$ cat config.mk
export PLATFORM = sky130hd
export DESIGN_NAME = wptr_full_ctrl
export DESIGN_NICKNAME = d
export VERILOG_FILES = /design/src/rtl/fifo_pkg.sv /design/src/rtl/cdc_sync_bus.sv /design/src/rtl/wptr_full_ctrl.sv
export SDC_FILE = /design/constraint.sdc
export NUM_CORES = 1
export LEC_CHECK = 0
export CAP_MARGIN = 0
export CORE_MARGIN = 1.5
export CORE_UTILIZATION = 35
export DETAILED_ROUTE_END_ITERATION = 7
export PLACE_DENSITY_LB_ADDON = 0.05
export SKIP_LAST_GASP = 1
export SYNTH_ARGS = -nofsm -noshare
export SYNTH_HDL_FRONTEND = slang
export SYNTH_SLANG_ARGS = --single-unit
$ cat constraint.sdc
create_clock -name w_clk -period 11 [get_ports w_clk]
set_clock_uncertainty 0.15 [all_clocks]
set_input_delay 1.1 -clock w_clk [delete_from_list [all_inputs] [get_ports w_clk]]
set_output_delay 1.1 -clock w_clk [all_outputs]
set_load 0.02 [all_outputs]
$ cat src/rtl/fifo_pkg.sv
// ============================================================================
// Module   : fifo_pkg
// Brief    : Shared helpers for the async FIFO pointer controllers.
// Revision : 1.0
// ============================================================================
`default_nettype none

package fifo_pkg;

    // Pointers are zero-extended into this width, so the helpers work for any pointer up to 32 bits.
    localparam int GRAY_MAX_W = 32;

    typedef logic [GRAY_MAX_W-1:0] gvec_t;

    function automatic gvec_t bin2gray(input gvec_t b);
        return b ^ (b >> 1);
    endfunction

    function automatic gvec_t gray2bin(input gvec_t g);
        gvec_t b;
        b[GRAY_MAX_W-1] = g[GRAY_MAX_W-1];
        for (int i = GRAY_MAX_W - 2; i >= 0; i--) begin
            b[i] = b[i+1] ^ g[i];
        end
        return b;
    endfunction

endpackage

`default_nettype wire

$ cat src/rtl/cdc_sync_bus.sv
// ============================================================================
// Module   : cdc_sync_bus
// Brief    : Async-reset multi-flop synchronizer for a Gray-coded bus.
// Revision : 1.0
// ============================================================================
`default_nettype none

module cdc_sync_bus #(
    parameter int WIDTH  = 1,
    parameter int STAGES = 2
) (
    input  logic             clk,
    input  logic             rst_n,
    input  logic [WIDTH-1:0] d,
    output logic [WIDTH-1:0] q
);

    logic [WIDTH-1:0] stage [STAGES];

    always_ff @(posedge clk or negedge rst_n) begin
        if (!rst_n) begin
            for (int i = 0; i < STAGES; i++) begin
                stage[i] <= '0;
            end
        end else begin
            stage[0] <= d;
            for (int i = 1; i < STAGES; i++) begin
                stage[i] <= stage[i-1];
            end
        end
    end

    assign q = stage[STAGES-1];

endmodule

`default_nettype wire

$ cat src/rtl/wptr_full_ctrl.sv
// ============================================================================
// Module   : wptr_full_ctrl
// Brief    : Write-side pointer, full/almost-full, level and overflow status.
// Revision : 1.0
// ============================================================================
`default_nettype none

module wptr_full_ctrl
    import fifo_pkg::*;
#(
    parameter int ADDR_WIDTH   = 9,
    parameter int AFULL_THRESH = 480,
    parameter int SYNC_STAGES  = 2
) (
    input  logic                  w_clk,
    input  logic                  wrst,
    input  logic                  w_en,
    input  logic                  ovf_clr,
    input  logic [ADDR_WIDTH:0]   rptr_gray_async,
    output logic                  w_inc,
    output logic [ADDR_WIDTH-1:0] waddr,
    output logic [ADDR_WIDTH:0]   wptr_gray,
    output logic                  wfull,
    output logic                  walmost_full,
    output logic [ADDR_WIDTH:0]   wlevel,
    output logic                  woverflow
);

    localparam int A = ADDR_WIDTH;

    typedef logic [A:0] ptr_t;

    localparam ptr_t THRESH = ptr_t'(AFULL_THRESH);

    ptr_t wbin;
    ptr_t wbin_n;
    ptr_t wgray_n;
    ptr_t rq;
    ptr_t rbin;
    ptr_t full_cmp;
    ptr_t level_n;

    cdc_sync_bus #(
        .WIDTH  (A + 1),
        .STAGES (SYNC_STAGES)
    ) u_rptr_sync (
        .clk   (w_clk),
        .rst_n (wrst),
        .d     (rptr_gray_async),
        .q     (rq)
    );

    assign w_inc   = w_en & ~wfull;
    assign wbin_n  = wbin + ptr_t'(w_inc);
    assign wgray_n = ptr_t'(bin2gray(gvec_t'(wbin_n)));
    assign rbin    = ptr_t'(gray2bin(gvec_t'(rq)));

    // Full when the write pointer is one lap ahead: top two Gray bits inverted, rest equal.
    assign full_cmp = {~rq[A:A-1], rq[A-2:0]};
    assign level_n  = wbin_n - rbin;

    assign waddr = wbin[A-1:0];

    always_ff @(posedge w_clk or negedge wrst) begin
        if (!wrst) begin
            wbin         <= '0;
            wptr_gray    <= '0;
            wfull        <= 1'b0;
            walmost_full <= 1'b0;
            wlevel       <= '0;
            woverflow    <= 1'b0;
        end else begin
            wbin         <= wbin_n;
            wptr_gray    <= wgray_n;
            wfull        <= (wgray_n == full_cmp);
            walmost_full <= (level_n >= THRESH);
            wlevel       <= level_n;
            // Set has priority over clear so a coincident overflow is never lost.
            if (w_en && wfull) begin
                woverflow <= 1'b1;
            end else if (ovf_clr) begin
                woverflow <= 1'b0;
            end
        end
    end

endmodule

`default_nettype wire

==> summary.md <==
| Metric | Value |
|---|---|
| Die area | `7400 µm²` |
| Final Hold Fails | `0` |
| Clock buffer depth | `2` |
| Vias in the first global route | `1580` |
| RSZ-0062 raised after global routing | `false` |
| Slew Limit Fails | `0` |
| CP most frequent cell | `ha_1` |
| Die X | `86 µm` |
| Synthesized area | `2410 µm²` |
| Final Cycle Share | `0.389` |
| Gr ovfl total | `0` |
| Simple-Gate Fraction of Synth Area | `0.100` |
| CTS Hold Bufs | `0` |
| Post-synth EDFFs | `0` |
| Synth Area in Compound Gates | `0.0649` |
| Share of synthesized registers carrying an async set or reset | `1.00` |
| Design Power | `918 µW` |
| Synth Register Bits | `52` |
| Crit path largest cell delay | `0.47 ns` |
| Worst path cell trace | `clkdlybuf4s50_1 > nor2b_1 > ha_1 > ha_1 > nand3_1 > xnor2_1 > ha_1 > nand2_1 > a21oi_1 > nor4b_1 > o21ai_0 > xnor2_1 > a41o_1` |
| Post-synth net total | `223` |
| CP startpoint kind | `input pin` |
| Status | `finished clean` |
| Yosys Warn Count | `0` |
| # setup viols final | `0` |
| Pwr dens | `296 nW/µm²` |
| P_leak | `1.37 nW` |
| Diode count | `0` |
| Port bufs | `46` |
| PostCTS Resize Cnt | `0` |
| Synth Area in Adders | `0.0654` |
| Via Count | `1521` |
| Crit end category | `register` |
| Post-detailed-route count of antenna-violating nets | `0` |
| Synth-to-layout area growth | `28.8%` |
| Starting Density | `0.359` |
| CP Class | `in2reg` |
| Worst Hold Class | `reg2reg` |
| Final Core Density | `0.462` |
| WHS Path Cells | `0` |
| Avg Inst Size Synth | `12.2 µm²` |
| Worst Path Buf+Inv | `1` |
| Req. time, crit path | `11.05 ns` |
| Fmax | `0.234 GHz` |
| Actual slew at the worst max-slew pin | `0.634 ns` |
| CTS Buf Count | `5` |
| CTS tree | `built` |
| CP max-delay cell | `clkdlybuf4s50_1` |
| Ranking of synthesized cells by area | `dfrtp_1 (54%), xnor2_1 (7.6%), xor2_1 (7.3%), ha_1 (5.7%), xor2_2 (2.7%)` |
| Die span in y | `86 µm` |
| DR WL/cell | `13.3 µm` |
| Vias per Instance | `4.64` |
| Commonest non-fill, non-tap cells in the layout | `dfrtp_1 (52), clkdlybuf4s50_1 (45), xnor2_1 (21)` |
| Layout cell share with drive strength beyond 1 | `0.0766` |
| Most used flip-flop cell after synthesis | `dfrtp_1` |
| Min cycle time layout | `4.28 ns` |
| RD Place Congestion | `0.832` |
| Row Count | `30` |
| Detailed placer's ending HPWL | `3.23 mm` |
| Post-synth cell types | `39` |
| Clock transition at path regs | `0.09 ns` |
| Worst-path fanout max | `9` |
| Router iterations before antenna repair | `4` |
| Core ar. | `6720 µm²` |
| Root Driver | `clkbuf_8` |
| Peak VDD IR | `139 µV` |
| DRT iter0 DRCs | `49` |
| Drt drc | `0` |
| CP Depth | `13` |
| Post-synthesis cell count | `197` |
| First-pass GRT wire length | `7.64 mm` |
| Delay-heaviest family, CP | `adder cells` |
| Most common cell after layout, fill and taps aside | `dfrtp_1` |
| XOR/XNOR Fraction of Synth Area | `0.199` |
| Post-layout nets | `273` |
| GR Util All Layers | `0.135` |
| Slew headroom | `0.577` |
| Setup TNS | `0 ns` |
| Yosys top cell area share | `0.540` |
| Critical Path AT | `4.33 ns` |
| Yosys top cell by area | `dfrtp_1` |
| Worst-Skew Late Latency | `0.30 ns` |
| Max-cap viol count | `0` |
| Initial antenna violation count | `0` |
| Clock sink count | `52` |
| Largest family of logic cells by synthesized area | `XOR/XNOR gates` |
| Post-CTS Setup Inserts | `0` |
| Sequential area share after synthesis | `0.540` |
| R2R depth | `16` |
| Pin count of the biggest net entering global routing | `53` |
| WL final | `4.38 mm` |
| Ports | `47` |
| H-tree depth | `2` |
| Multiplexer share of the synthesized area | `0.00415` |
[state kept, by name, indices dropped and copies added, names as in the netlist]
register / cells
wptr_gray: 9
u_rptr_sync.stage: 10
u_rptr_sync.q: 10
walmost_full: 1
wlevel: 10
wbin: 10
wfull: 1
woverflow: 1
[cells by family (layout without fill, tap and decap cells)]
| kind of cell | Yosys count | count (layout) |
|---|---|---|
| adders and majority gates | 12 | 12 |
| buffers and inverters | 14 | 65 |
| DFF | 52 | 52 |
| xor gates and xnor gates | 48 | 48 |
| and+or+nand+nor | 45 | 45 |
| muxes | 1 | 1 |
| AOI/OAI and AO/OA | 25 | 25 |
[layer usage]
| metal | vias to the layer above | track usage | part of all wire |
|---|---|---|---|
| met3 | 6 | 0.0318 | 0.038 |
| li1 | 753 | - | - |
| met4 | 0 | 0.0484 | 0.014 |
| met5 | - | 0 | 0 |
| met1 | 724 | 0.188 | 0.49 |
| met2 | 38 | 0.207 | 0.46 |
[cell usage after synthesis (3+ instances only)]
cell      instances
a21oi_1          10
and2_1            4
dfrtp_1          52
ha_1             11
inv_1            10
nand2_1          10
nand2b_1          3
nand3_1           6
nor2_1            6
nor3_1            5
o21ai_0           6
xnor2_1          21
xor2_1           20
xor2_2            4
[worst register-to-register path, stage by stage (launching register included)]
cell,delay [ns]
dfrtp_1,0.45
xnor2_2,0.22
xor2_1,0.29
xor2_2,0.23
xor2_2,0.22
xnor2_2,0.16
xor2_2,0.32
xnor2_1,0.12
ha_1,0.22
fa_1,0.40
nand2b_1,0.16
a21boi_0,0.23
o21ai_0,0.15
nand3_1,0.10
o21ai_0,0.09
xnor2_1,0.23
a41o_1,0.20
[final cells by class]
type	count	area, µm²
multi-input cells	131	1040
clock inverters	3	90.1
fillers	620	3610
flip-flops and latches	52	1300
inverters	10	37.5
repair buffers	47	463
clock buffers	5	68.8
well taps	80	100
[worst paths after layout]
| check | slack (ns) | endpoint | from |
|---|---|---|---|
| setup / recovery | 6.72 | walmost_full$_DFF_PN0_ | w_en |
| hold / removal | 0.20 | u_rptr_sync.q[4]$_DFF_PN0_ | u_rptr_sync.stage[14]$_DFF_PN0_ |
| setup reg to reg | 6.98 | walmost_full$_DFF_PN0_ | u_rptr_sync.q[9]$_DFF_PN0_ |
| hold reg to reg | 0.20 | u_rptr_sync.q[4]$_DFF_PN0_ | u_rptr_sync.stage[14]$_DFF_PN0_ |
| max in group asynchronous | 9.53 | wbin[9]$_DFF_PN0_ | wrst |
| min in group asynchronous | 0.74 | wlevel[4]$_DFF_PN0_ | wrst |
[power breakdown]
| group | internal (mW) | switching (mW) | total, mW | leakage [nW] |
|---|---|---|---|---|
| clock network | 0.114 | 0.0632 | 0.177 | 0.0784 |
| registers | 0.245 | 0.0361 | 0.281 | 0.630 |
| logic | 0.217 | 0.243 | 0.460 | 0.660 |
| total | 0.576 | 0.342 | 0.918 | 1.37 |
[metrics by stage]
stage | instances | hold slack, ns | instance area (µm²) | setup WS (ns)
5_1_grt | 328 | 0.213 | 3110 | 6.29
6_report | 328 | 0.204 | 3110 | 6.72
3_5_place_dp | 320 | 0.185 | 2950 | 6.35
4_1_cts | 328 | 0.207 | 3110 | 6.67
2_1_floorplan | 197 | 0.181 | 2410 | 7.06
3_3_place_gp | 320 | 0.182 | 2950 | 6.40
(Power assumes the default switching activity.)
